File: src/rtl/rda_subtractor32.sv
// rda_subtractor32: 3-stage pipelined 32-bit subtractor, a - b - bin computed
// as a + ~b + ~bin through a KPG Kogge-Stone prefix tree.
// Ports: clk, rst (async, active-low); in_valid/in_ready with a, b, bin;
// out_valid/out_ready with diff, bout, zero, neg, ovf.
module rda_subtractor32 (
  input  logic        clk,
  input  logic        rst,
  input  logic        in_valid,
  output logic        in_ready,
  input  logic [31:0] a,
  input  logic [31:0] b,
  input  logic        bin,
  output logic        out_valid,
  input  logic        out_ready,
  output logic [31:0] diff,
  output logic        bout,
  output logic        zero,
  output logic        neg,
  output logic        ovf
);

  localparam logic [1:0] K = 2'b00;
  localparam logic [1:0] P = 2'b01;
  localparam logic [1:0] G = 2'b11;

  logic advance;

  assign advance  = ~out_valid | out_ready;
  assign in_ready = advance;

  // S1: operand capture, b and bin already inverted
  logic [31:0] a1;
  logic [31:0] bp1;
  logic        c01;
  logic        v1;

  always_ff @(posedge clk or negedge rst) begin
    if (!rst) begin
      a1  <= '0;
      bp1 <= '0;
      c01 <= 1'b0;
      v1  <= 1'b0;
    end else if (advance) begin
      a1  <= a;
      bp1 <= ~b;
      c01 <= ~bin;
      v1  <= in_valid;
    end
  end

  // S2: prefix tree. Index 0 is position -1 (carry-in), index i+1 is bit i.
  logic [1:0]  pre [0:5][0:32];
  logic [1:0]  top;
  logic [32:0] c;

  assign pre[0][0] = c01 ? G : K;

  for (genvar i = 0; i < 32; i++) begin : g_kpg
    // {a&b', a|b'} maps 00->k, 01/10->p, 11->g
    assign pre[0][i+1] = {a1[i] & bp1[i], a1[i] | bp1[i]};
  end

  for (genvar l = 0; l < 5; l++) begin : g_lvl
    localparam int D = 1 << l;
    for (genvar j = 0; j < 33; j++) begin : g_node
      if (j >= D) begin : g_cmb
        assign pre[l+1][j] =
          (pre[l][j] == P) ? pre[l][j-D] : pre[l][j];
      end else begin : g_pass
        assign pre[l+1][j] = pre[l][j];
      end
    end
  end

  // Five levels span 32 positions; the top node still lacks the
  // carry-in position, so fold it in once more.
  assign top = (pre[5][32] == P) ? pre[5][0] : pre[5][32];

  for (genvar i = 0; i < 32; i++) begin : g_carry
    assign c[i] = (pre[5][i] == G);
  end
  assign c[32] = (top == G);

  logic [31:0] p2;
  logic [32:0] c2;
  logic        a31_2;
  logic        v2;

  always_ff @(posedge clk or negedge rst) begin
    if (!rst) begin
      p2    <= '0;
      c2    <= '0;
      a31_2 <= 1'b0;
      v2    <= 1'b0;
    end else if (advance) begin
      p2    <= a1 ^ bp1;
      c2    <= c;
      a31_2 <= a1[31];
      v2    <= v1;
    end
  end

  // S3: sum and flags
  logic [31:0] d3;

  assign d3 = p2 ^ c2[31:0];

  always_ff @(posedge clk or negedge rst) begin
    if (!rst) begin
      diff      <= '0;
      bout      <= 1'b0;
      zero      <= 1'b0;
      neg       <= 1'b0;
      ovf       <= 1'b0;
      out_valid <= 1'b0;
    end else if (advance) begin
      diff      <= d3;
      bout      <= ~c2[32];
      zero      <= (d3 == 32'd0);
      neg       <= d3[31];
      // a[31] != b[31] is the same as a[31] == b'[31], i.e. no propagate
      ovf       <= ~p2[31] & (d3[31] ^ a31_2);
      out_valid <= v2;
    end
  end

endmodule

File: config.mk
export PLATFORM = sky130hd
export DESIGN_NAME = rda_subtractor32
export DESIGN_NICKNAME = d
export VERILOG_FILES = /design/src/rtl/rda_subtractor32.sv
export SDC_FILE = /design/constraint.sdc
export NUM_CORES = 1
export LEC_CHECK = 0
export CAP_MARGIN = 20
export CORE_MARGIN = 5
export CORE_UTILIZATION = 30
export CTS_BUF_LIST = sky130_fd_sc_hd__clkbuf_2 sky130_fd_sc_hd__clkbuf_4 sky130_fd_sc_hd__clkbuf_8
export DETAILED_ROUTE_END_ITERATION = 10
export MAX_ROUTING_LAYER = met4
export PLACE_DENSITY = 0.46
export SYNTH_ARGS = -nofsm -noshare
export SYNTH_HDL_FRONTEND = slang
export SYNTH_SLANG_ARGS = --single-unit
File: constraint.sdc
create_clock -name clk -period 4.2 [get_ports clk]
set_clock_uncertainty 0.05 [all_clocks]
set_input_delay 0.84 -clock clk [delete_from_list [all_inputs] [get_ports clk]]
set_output_delay 0.84 -clock clk [all_outputs]
set_load 0.02 [all_outputs]
==> results by group <==
STA
  • Tcrit/Tclk final: 0.7932
  • Slew Viols, Final: 0
  • Maximum operating frequency: 300.2 MHz
  • Setup_tns: 0 ns
  • WHS: 0.4178 ns
  • RSZ-0062 raised after global routing: false
  • Setup-failing EPs final: 0
  • Worst-Margin Slew: a little under 1 ns
  • Hold Fails Final Rpt: 0
  • Minimum clock period: 3.331 ns
  • Max_slew headroom: 0.3367

GRT
  • Gr ovfl total: 0
  • Largest net degree at the start of global routing: 100
  • Initial antenna violation count: 0
  • Vias in the first global route: 6529
  • First-pass GRT wire length: roughly 35000 microns
  • Total GRT Usage: 0.1358

Clock tree
  • CTS tree: done
  • Worst-Skew Late Latency: about 0.46 ns
  • H-tree depth: 4
  • CTS Hold Bufs: 0
  • CTS Sinks: 169
  • Total CTS buffers: 17
  • Clk slew on worst S/H paths: around 0.090 ns
  • Clk root buf: clkbuf_8
  • Postcts setup bufs: 0
  • Clock buffer depth: 2
  • CTS resizes: 0

Die
  • Die area: between 30000 and 40000 sq um
  • Die X: roughly 180 microns
  • Core Area: 28550 sq um
  • Starting Density: 0.3028
  • Row count: 62
  • Die Y: 179.7 microns
  • Io pins: 107

Drt
  • DR iter-0 viols: around 330
  • DRT Wirelength: 20860 microns
  • Antenna-violating nets left: 0
  • DR pass1 iterations: 5
  • Vias per Instance: 4.511
  • DR WL/cell: 14.54 microns
  • Residual DRC count: 0
  • Vias post-DR: approximately 6500

Placed design
  • Post-detail-place hpwl: 15180 microns
  • Number of I/O port buffers: 106
  • RePlAce Congestion: 0.7728
  • Placed cell area: about 10000 sq um
  • Dpl cells: about 1400

Min path
  • Hold Path Class: input port to async pin

Synthesis
  • Post-Syn Instances: 947
  • Mapped Area: 8643 sq um
  • Share of the synthesized area in the top cell type: 0.4893
  • Async S/R FF share, synth: 1.000
  • Seq/Total Area, Yosys: 0.4893
  • Post-synth EDFFs: 0
  • Count of cell types in the netlist: 47
  • Area leader, netlist: dfrtp_1
  • Synth Warn #: 0
  • Top_reg_cell synth: dfrtp_1
  • Synthesized net count: between 1000 and 1500
  • Number of synthesized register bits: about 170
  • Top cells by area, synth: dfrtp_1, ha_1, nand2_1, a21oi_1, nor2_1
  • Mean Syn Cell Area: 9.127 sq um

Setup path
  • CP cell instances: inv_1 > ha_1 > mux2i_1 > nand2_1 > a311oi_1 > and3b_1 > nor2_1 > o41a_1 > a311o_1 > a32oi_1 > a21oi_1
  • Critical path capture point type: flop
  • WP data arrival: 3.61 ns
  • Slowest cell on crit path: a311oi_1
  • CP max stage delay: between 0.4 and 0.5 ns
  • WP data required: 4.48 ns
  • Worst path bufs/invs: 1
  • Crit-path max FO: 3
  • Setup Crit Path Kind: flop to flop
  • Delay-heaviest family, CP: compound AO/OA/AOI/OAI gates
  • CP startpoint kind: flop

Outcome
  • Status: finished, final reports clean

Cells and area
  • Fillcell total: 2957
  • Fraction of layout cells with a size suffix above 1: 0.05043
  • Final Core Density: 0.3695
  • Syn-to-layout area delta: 22.03%
  • Fin cells: around 1400
  • Diode count: 0
  • Nets: 1172
  • Final Cell Area: 10550 sq um
  • Most common cell after layout, fill and taps aside: nand2_1
  • Leading cell types in the layout, fill and taps excluded: nand2_1, dfrtp_1, nor2_1, clkdlybuf4s50_1, a21oi_1

Power and ir drop
  • Maximum vdd drop: approximately 0.24 mV
  • Lkg Pwr: between 4 and 5 nW
  • Power Density: 723.2 nW/um^2

Flow run
  • Max_cap viols: 0
[path summary, 6_finish.rpt]
| check | slack, ns | to | cells past startpoint | start |
|---|---|---|---|---|
| max | 0.87 | c2[29]$_DFFE_PN0P_ | 11 | a1[8]$_DFFE_PN0P_ |
| min | 0.42 | bp1[19]$_DFFE_PN0P_ | 1 | rst |
| max reg2reg | 0.87 | c2[29]$_DFFE_PN0P_ | 11 | a1[8]$_DFFE_PN0P_ |
| min reg2reg | 0.42 | v2$_DFFE_PN0P_ | 2 | v2$_DFFE_PN0P_ |
| max in group asynchronous | 2.81 | c2[3]$_DFFE_PN0P_ | 2 | rst |
| min in group clk | 0.42 | v2$_DFFE_PN0P_ | 2 | v2$_DFFE_PN0P_ |
[through the flow]
| step | setup slack [ns] | power (mW) |
|---|---|---|
| floorplan | 1.224 | 5.157 |
| global placement | 0.8684 | 6.392 |
| detailed placement | 0.8594 | 6.424 |
| CTS | 0.8292 | 7.766 |
| global route | 0.5467 | 8.288 |
| finish | 0.8687 | 7.628 |
[worst reg2reg max path, cell delays in order, from the launching register on]
cell      delay (ns)
dfrtp_1         0.36
inv_1           0.06
ha_1            0.36
mux2i_1         0.24
nand2_1         0.08
a311oi_1        0.49
and3b_1         0.31
nor2_1          0.10
o41a_1          0.43
a311o_1         0.37
a32oi_1         0.25
a21oi_1         0.10
[synthesized netlist by cell type, drive strengths merged, types with 2 or more instances]
library cell,n
dfrtp,169
nand2b,2
o31a,2
nand3,4
a31oi,4
clkbuf,37
o21ai,62
nor2b,5
o211ai,8
a311o,2
mux2i,27
o31ai,4
a211oi,3
nor3,6
nand4,7
o21a,5
ha,64
a21oi,88
a32oi,3
buf,2
nand2,181
mux2,16
a32o,2
xnor2,33
o22ai,2
inv,79
nor3b,3
o41a,2
o21bai,3
nor2,109
[layer usage]
metal | track usage | routed length, microns | vias up
li1 | - | - | 3311
met3 | 0.02910 | 570 | 15
met4 | 0.02835 | 180 | 0
met5 | - | 0 | -
met1 | 0.1846 | 10510 | 3051
met2 | 0.2111 | 9598 | 96
[flip-flops by register name, indices dropped and copies added, names as in the netlist]
signal     flops
ovf            1
c01            1
a1            32
diff          32
a31_2          1
bout           1
c2            33
p2            32
v2             1
zero           1
out_valid      1
bp1           32
v1             1
[power by group]
part	switching [mW]	total [mW]	leakage, nW	internal [mW]
Combinational	2.05	3.60	2.73	1.56
Sequential	0.436	2.72	1.99	2.29
Clock	0.620	1.30	0.215	0.684
Total	3.10	7.63	4.94	4.53
[cells by family after synthesis]
family	Yosys count	share of synthesized area
buf+inv	118	0.05168
mux	43	0.05255
fa+ha+maj	64	0.09265
simple gates	321	0.1479
xor+xnor	33	0.03344
flops	169	0.4893
compound gates	199	0.1325
[area by class of cell]
cell class	count	area, sq um	area share
Timing Repair Buffer	112	1120	0.1062
Clock buffer	20	269.0	0.02550
Inverter	79	304.0	0.02883
Tap cell	384	480.5	0.04555
Clock inverter	11	170.2	0.01613
Multi-Input combinational cell	660	3975	0.3769
Sequential cell	169	4229	0.4009
Power figures use the tool's default switching activity.
